## config.mk

```make
export PLATFORM = sky130hd
export DESIGN_NAME = pipe_stage_reg
export DESIGN_NICKNAME = d
export VERILOG_FILES = /design/src/rtl/pipe_stage_reg.sv
export SDC_FILE = /design/constraint.sdc
export NUM_CORES = 1
export LEC_CHECK = 0
export BUFFER_PORTS_ARGS = -buffer_cell sky130_fd_sc_hd__buf_2
export CAP_MARGIN = 10
export CELL_PAD_IN_SITES_DETAIL_PLACEMENT = 2
export CELL_PAD_IN_SITES_GLOBAL_PLACEMENT = 2
export CORE_MARGIN = 1.5
export CORE_UTILIZATION = 37
export CTS_CLUSTER_SIZE = 25
export DETAILED_ROUTE_END_ITERATION = 16
export PLACE_DENSITY = 0.88
export SLEW_MARGIN = 20
export SYNTH_ARGS = -nofsm -noshare
export SYNTH_HDL_FRONTEND = slang
export SYNTH_SLANG_ARGS = --single-unit
```

## constraint.sdc

```tcl
create_clock -name clk -period 2.8 [get_ports clk]
set_input_delay 0 -clock clk [delete_from_list [all_inputs] [get_ports clk]]
set_output_delay 0 -clock clk [all_outputs]
set_load 0.02 [all_outputs]
```

## src/rtl/pipe_stage_reg.sv

```systemverilog
// Parametrised pipeline-stage register with valid/ready handshake, stall, flush
// and an optional one-entry skid buffer that registers the backward ready path.
module pipe_stage_reg #(
  parameter int unsigned        DATA_W      = 64,
  parameter int unsigned        CTRL_W      = 16,
  parameter int unsigned        SKID        = 1,
  parameter logic [CTRL_W-1:0]  BUBBLE_CTRL = '0
) (
  input  logic              clk,
  input  logic              rst,
  input  logic              in_valid,
  output logic              in_ready,
  input  logic [DATA_W-1:0] in_data,
  input  logic [CTRL_W-1:0] in_ctrl,
  output logic              out_valid,
  input  logic              out_ready,
  output logic [DATA_W-1:0] out_data,
  output logic [CTRL_W-1:0] out_ctrl,
  input  logic              stall,
  input  logic              flush,
  output logic [1:0]        occupancy
);

  localparam int unsigned OCC_W = 2;

  logic              main_valid_q, main_valid_d;
  logic [DATA_W-1:0] main_data_q,  main_data_d;
  logic [CTRL_W-1:0] main_ctrl_q,  main_ctrl_d;
  logic              skid_valid_q, skid_valid_d;
  logic [DATA_W-1:0] skid_data_q,  skid_data_d;
  logic [CTRL_W-1:0] skid_ctrl_q,  skid_ctrl_d;
  logic [OCC_W-1:0]  occ_q,        occ_d;

  logic in_xfer;
  logic out_xfer;

  // Stall masks only the downstream acceptance.
  assign out_xfer = main_valid_q & out_ready & ~stall;

  // Ready is a pure register output with a skid entry, combinational without.
  generate
    if (SKID != 0) begin : g_ready_reg
      assign in_ready = ~skid_valid_q;
    end else begin : g_ready_comb
      assign in_ready = ~main_valid_q | out_xfer;
    end
  endgenerate

  assign in_xfer = in_valid & in_ready;

  // Next-state: flush clears, otherwise refill main from skid or input, park in skid when main is held.
  always_comb begin
    main_valid_d = main_valid_q;
    main_data_d  = main_data_q;
    main_ctrl_d  = main_ctrl_q;
    skid_valid_d = skid_valid_q;
    skid_data_d  = skid_data_q;
    skid_ctrl_d  = skid_ctrl_q;
    if (flush) begin
      main_valid_d = 1'b0;
      main_ctrl_d  = BUBBLE_CTRL;
      skid_valid_d = 1'b0;
    end else if (!main_valid_q || out_xfer) begin
      if (skid_valid_q) begin
        main_valid_d = 1'b1;
        main_data_d  = skid_data_q;
        main_ctrl_d  = skid_ctrl_q;
        skid_valid_d = in_xfer;
        if (in_xfer) begin
          skid_data_d = in_data;
          skid_ctrl_d = in_ctrl;
        end
      end else if (in_xfer) begin
        main_valid_d = 1'b1;
        main_data_d  = in_data;
        main_ctrl_d  = in_ctrl;
      end else begin
        main_valid_d = 1'b0;
        main_ctrl_d  = BUBBLE_CTRL;
      end
    end else if (in_xfer && (SKID != 0)) begin
      skid_valid_d = 1'b1;
      skid_data_d  = in_data;
      skid_ctrl_d  = in_ctrl;
    end
    occ_d = OCC_W'(main_valid_d) + OCC_W'(skid_valid_d);
  end

  // State register; synchronous reset overrides everything.
  always_ff @(posedge clk) begin
    if (rst) begin
      main_valid_q <= 1'b0;
      main_data_q  <= '0;
      main_ctrl_q  <= BUBBLE_CTRL;
      skid_valid_q <= 1'b0;
      skid_data_q  <= '0;
      skid_ctrl_q  <= BUBBLE_CTRL;
      occ_q        <= '0;
    end else begin
      main_valid_q <= main_valid_d;
      main_data_q  <= main_data_d;
      main_ctrl_q  <= main_ctrl_d;
      skid_valid_q <= skid_valid_d;
      skid_data_q  <= skid_data_d;
      skid_ctrl_q  <= skid_ctrl_d;
      occ_q        <= occ_d;
    end
  end

  assign out_valid = main_valid_q;
  assign out_data  = main_data_q;
  assign out_ctrl  = main_ctrl_q;
  assign occupancy = occ_q;

endmodule

```

==> summary.md <==
| Metric | Value |
|---|---|
| CTS Buf Count | `17` |
| Syn Area/Cell | `10.38 µm²` |
| Core area | `21,760 µm²` |
| Max VDD drop | `0.0003455 V` |
| Root buf cell | `clkbuf_16` |
| Lkg Pwr | `4.579 nW` |
| Minimum clock period | `2.007 ns` |
| I/O Buffers | `169` |
| Most common cell after layout, fill and taps aside | `buf_2` |
| # fillers | `2,222` |
| Largest net degree at the start of global routing | `97` |
| Cells after Synth | `790` |
| Worst R2R End | `skid_data_q[49]` |
| Hold Path Sink | `out_data[24]` |
| Initial antenna violation count | `1` |
| Hold depth | `3` |
| Vias | `6,489` |
| Synth Cell Area | `8197 µm²` |
| Crit path kind | `register to register` |
| Die ar. | `23,060 µm²` |
| Worst-Margin Slew | `0.9192 ns` |
| CTS resizes | `0` |
| DRC | `0` |
| Post-CTS setup buffers | `0` |
| Clock Sink Count | `164` |
| CTS max path bufs | `2` |
| Ports | `170` |
| Post-synthesis sequential area ratio | `40.05%` |
| PwrDens | `519.1 nW/µm²` |
| Critical path fanouts, max | `30` |
| Final setup violation count | `0` |
| Row cnt | `54` |
| Clock slew at reported path FFs | `0.07 ns` |
| H-tree Lvls | `4` |
| Final Hold Fails | `0` |
| Final setup TNS | `0 ns` |
| Yosys top cell area share | `40.05%` |
| Worst skew pair latency | `0.43 ns` |
| Leading area contributor after synthesis | `dfxtp_1` |
| R2R cell count | `3` |
| Nets@finish | `1,095` |
| GR Overflow Total | `0` |
| Post-Route WL | `26,000 µm` |
| Seq cells post-synth | `164` |
| GR Util All Layers | `22.83%` |
| Area contributors post-synth | `dfxtp_1, mux2i_1, nand2b_1` |
| Layout cells sized above 1 | `27.42%` |
| Detailed-router iteration count before antenna repair | `4` |
| Run status | `finished, final reports clean` |
| Die height | `151.8 µm` |
| DR vias/cell | `4.984` |
| Final Skew | `0.01021 ns` |
| WL/cell | `19.97 µm` |
| Worst Setup End Kind | `register` |
| Reg-to-reg critical path startpoint | `out_valid` |
| Iter 0 DRT Violations | `219` |
| Die X | `151.8 µm` |
| Total Power | `0.005533 W` |
| Commonest non-fill, non-tap cells in the layout | `buf_2, dfxtp_1, nand2b_1` |
| Hold Crit Start | `rst` |
| P&R area growth vs syn | `30.04%` |
| Initial Utilization | `37.68%` |
| Syn Nets | `877` |
| Max-slew headroom | `38.72%` |
| GPL Wtd Cong | `0.6988` |
| ANT nets after route | `0` |
| Fmax | `0.4984 GHz` |
| Worst Hold Class | `input port to register` |
| Worst Path Required | `3.13 ns` |
| WP data arrival | `2.34 ns` |
| Vias in the first global route | `7,426` |
| HPWL Detailed | `15,020 µm` |
| Fin. max-slew vios | `0` |
| Unrepaired setup endpoints after global routing | `false` |
| Max-cap violations | `0` |
| CTS tree | `yes` |
| Worst setup SP type | `register` |
| First-pass GRT wire length | `41,680 µm` |
| Hold_buf cts | `81` |
| Post-synthesis cell type count | `24` |
| Reg2reg setup slack | `0.79 ns` |
| YS warnings | `0` |
| Tcrit/Tclk final | `71.66%` |
[registers in the layout (all words and copies together), names as in the netlist]
name / flops
out_data: 64
skid_data_q: 64
out_ctrl: 16
out_valid: 1
skid_ctrl_q: 16
skid_valid_q: 1
occupancy: 2
[power breakdown]
| part | switching, W | internal (W) |
|---|---|---|
| sequential | 0.0000443 | 0.00240 |
| combinational | 0.000389 | 0.000389 |
| clock | 0.00105 | 0.00126 |
[final cells by class]
type	instances	area, µm²	share of cell area (%)
multi-input combinational	558	4588	43.04
sequential	164	3287	30.84
timing repair buffer	266	1858	17.43
clock buffer	18	439.2	4.120
tap	280	350.3	3.287
clock inverter	14	130.1	1.221
inverter	1	3.754	0.03522
antenna	1	2.502	0.02348
[cell usage after synthesis]
library cell / instances
nor2b_1: 66
nand2b_1: 161
a211o_1: 1
buf_6: 7
buf_2: 14
buf_4: 3
mux2_1: 4
a21oi_1: 1
inv_1: 1
and3b_1: 16
nor4_1: 1
a221o_1: 16
a21boi_0: 1
dfxtp_1: 164
and4_1: 1
clkbuf_1: 42
ha_1: 1
nor3_1: 1
mux2_4: 60
o211a_1: 16
buf_1: 1
nor2_1: 67
mux2i_1: 144
nand2_1: 1
[stage by stage]
step                instance area (µm²)  utilization, %  setup WS, ns  hold WS [ns]  std cells
global route                      10660           48.99        0.6939        0.2341       1302
CTS                               10660           48.98        0.8267        0.1845       1301
global placement                   9276           42.64        0.9228        0.2637       1188
floorplan                          8197               -         1.144       0.07851        790
finish                            10660           48.99        0.7934        0.2027       1302
detailed placement                 9276           42.64        0.8550        0.2690       1188
[routing by layer]
| metal | track usage [%] | wire length [µm] | vias to the layer above | part of all wire [%] |
|---|---|---|---|---|
| met4 | 6.657 | 384 | 0 | 1.5 |
| met2 | 43.76 | 14210 | 138 | 55 |
| met5 | 0 | 0 | - | 0 |
| met3 | 4.877 | 948 | 25 | 3.6 |
| li1 | - | - | 3086 | - |
| met1 | 24.92 | 10450 | 3240 | 40 |
[kinds of logic after synthesis]
logic type      synth area share, %
fa+ha+maj                    0.1526
compound gates                4.167
mux                           29.13
buf+inv                       4.106
flops                         40.05
simple gates                  22.39
[worst max path at each step]
| stage | startpoint | end | slack (ns) |
|---|---|---|---|
| 2_1_floorplan | out_valid | occupancy[0] | 1.14 |
| 3_3_place_gp | skid_valid_q | out_data[33] | 0.92 |
| 3_5_place_dp | skid_valid_q | out_data[30] | 0.85 |
| 4_1_cts | skid_valid_q | out_data[30] | 0.83 |
| 5_1_grt | out_valid | skid_data_q[13] | 0.69 |
| 6_report | out_valid | skid_data_q[49] | 0.79 |
[worst max-delay path: stages, from the launching register on]
cell     delay [ns]
dfxtp_1        0.56
and4_4         0.68
buf_12         0.33
mux2i_1        0.31
Note: power is estimated with default switching activity, not from simulation.
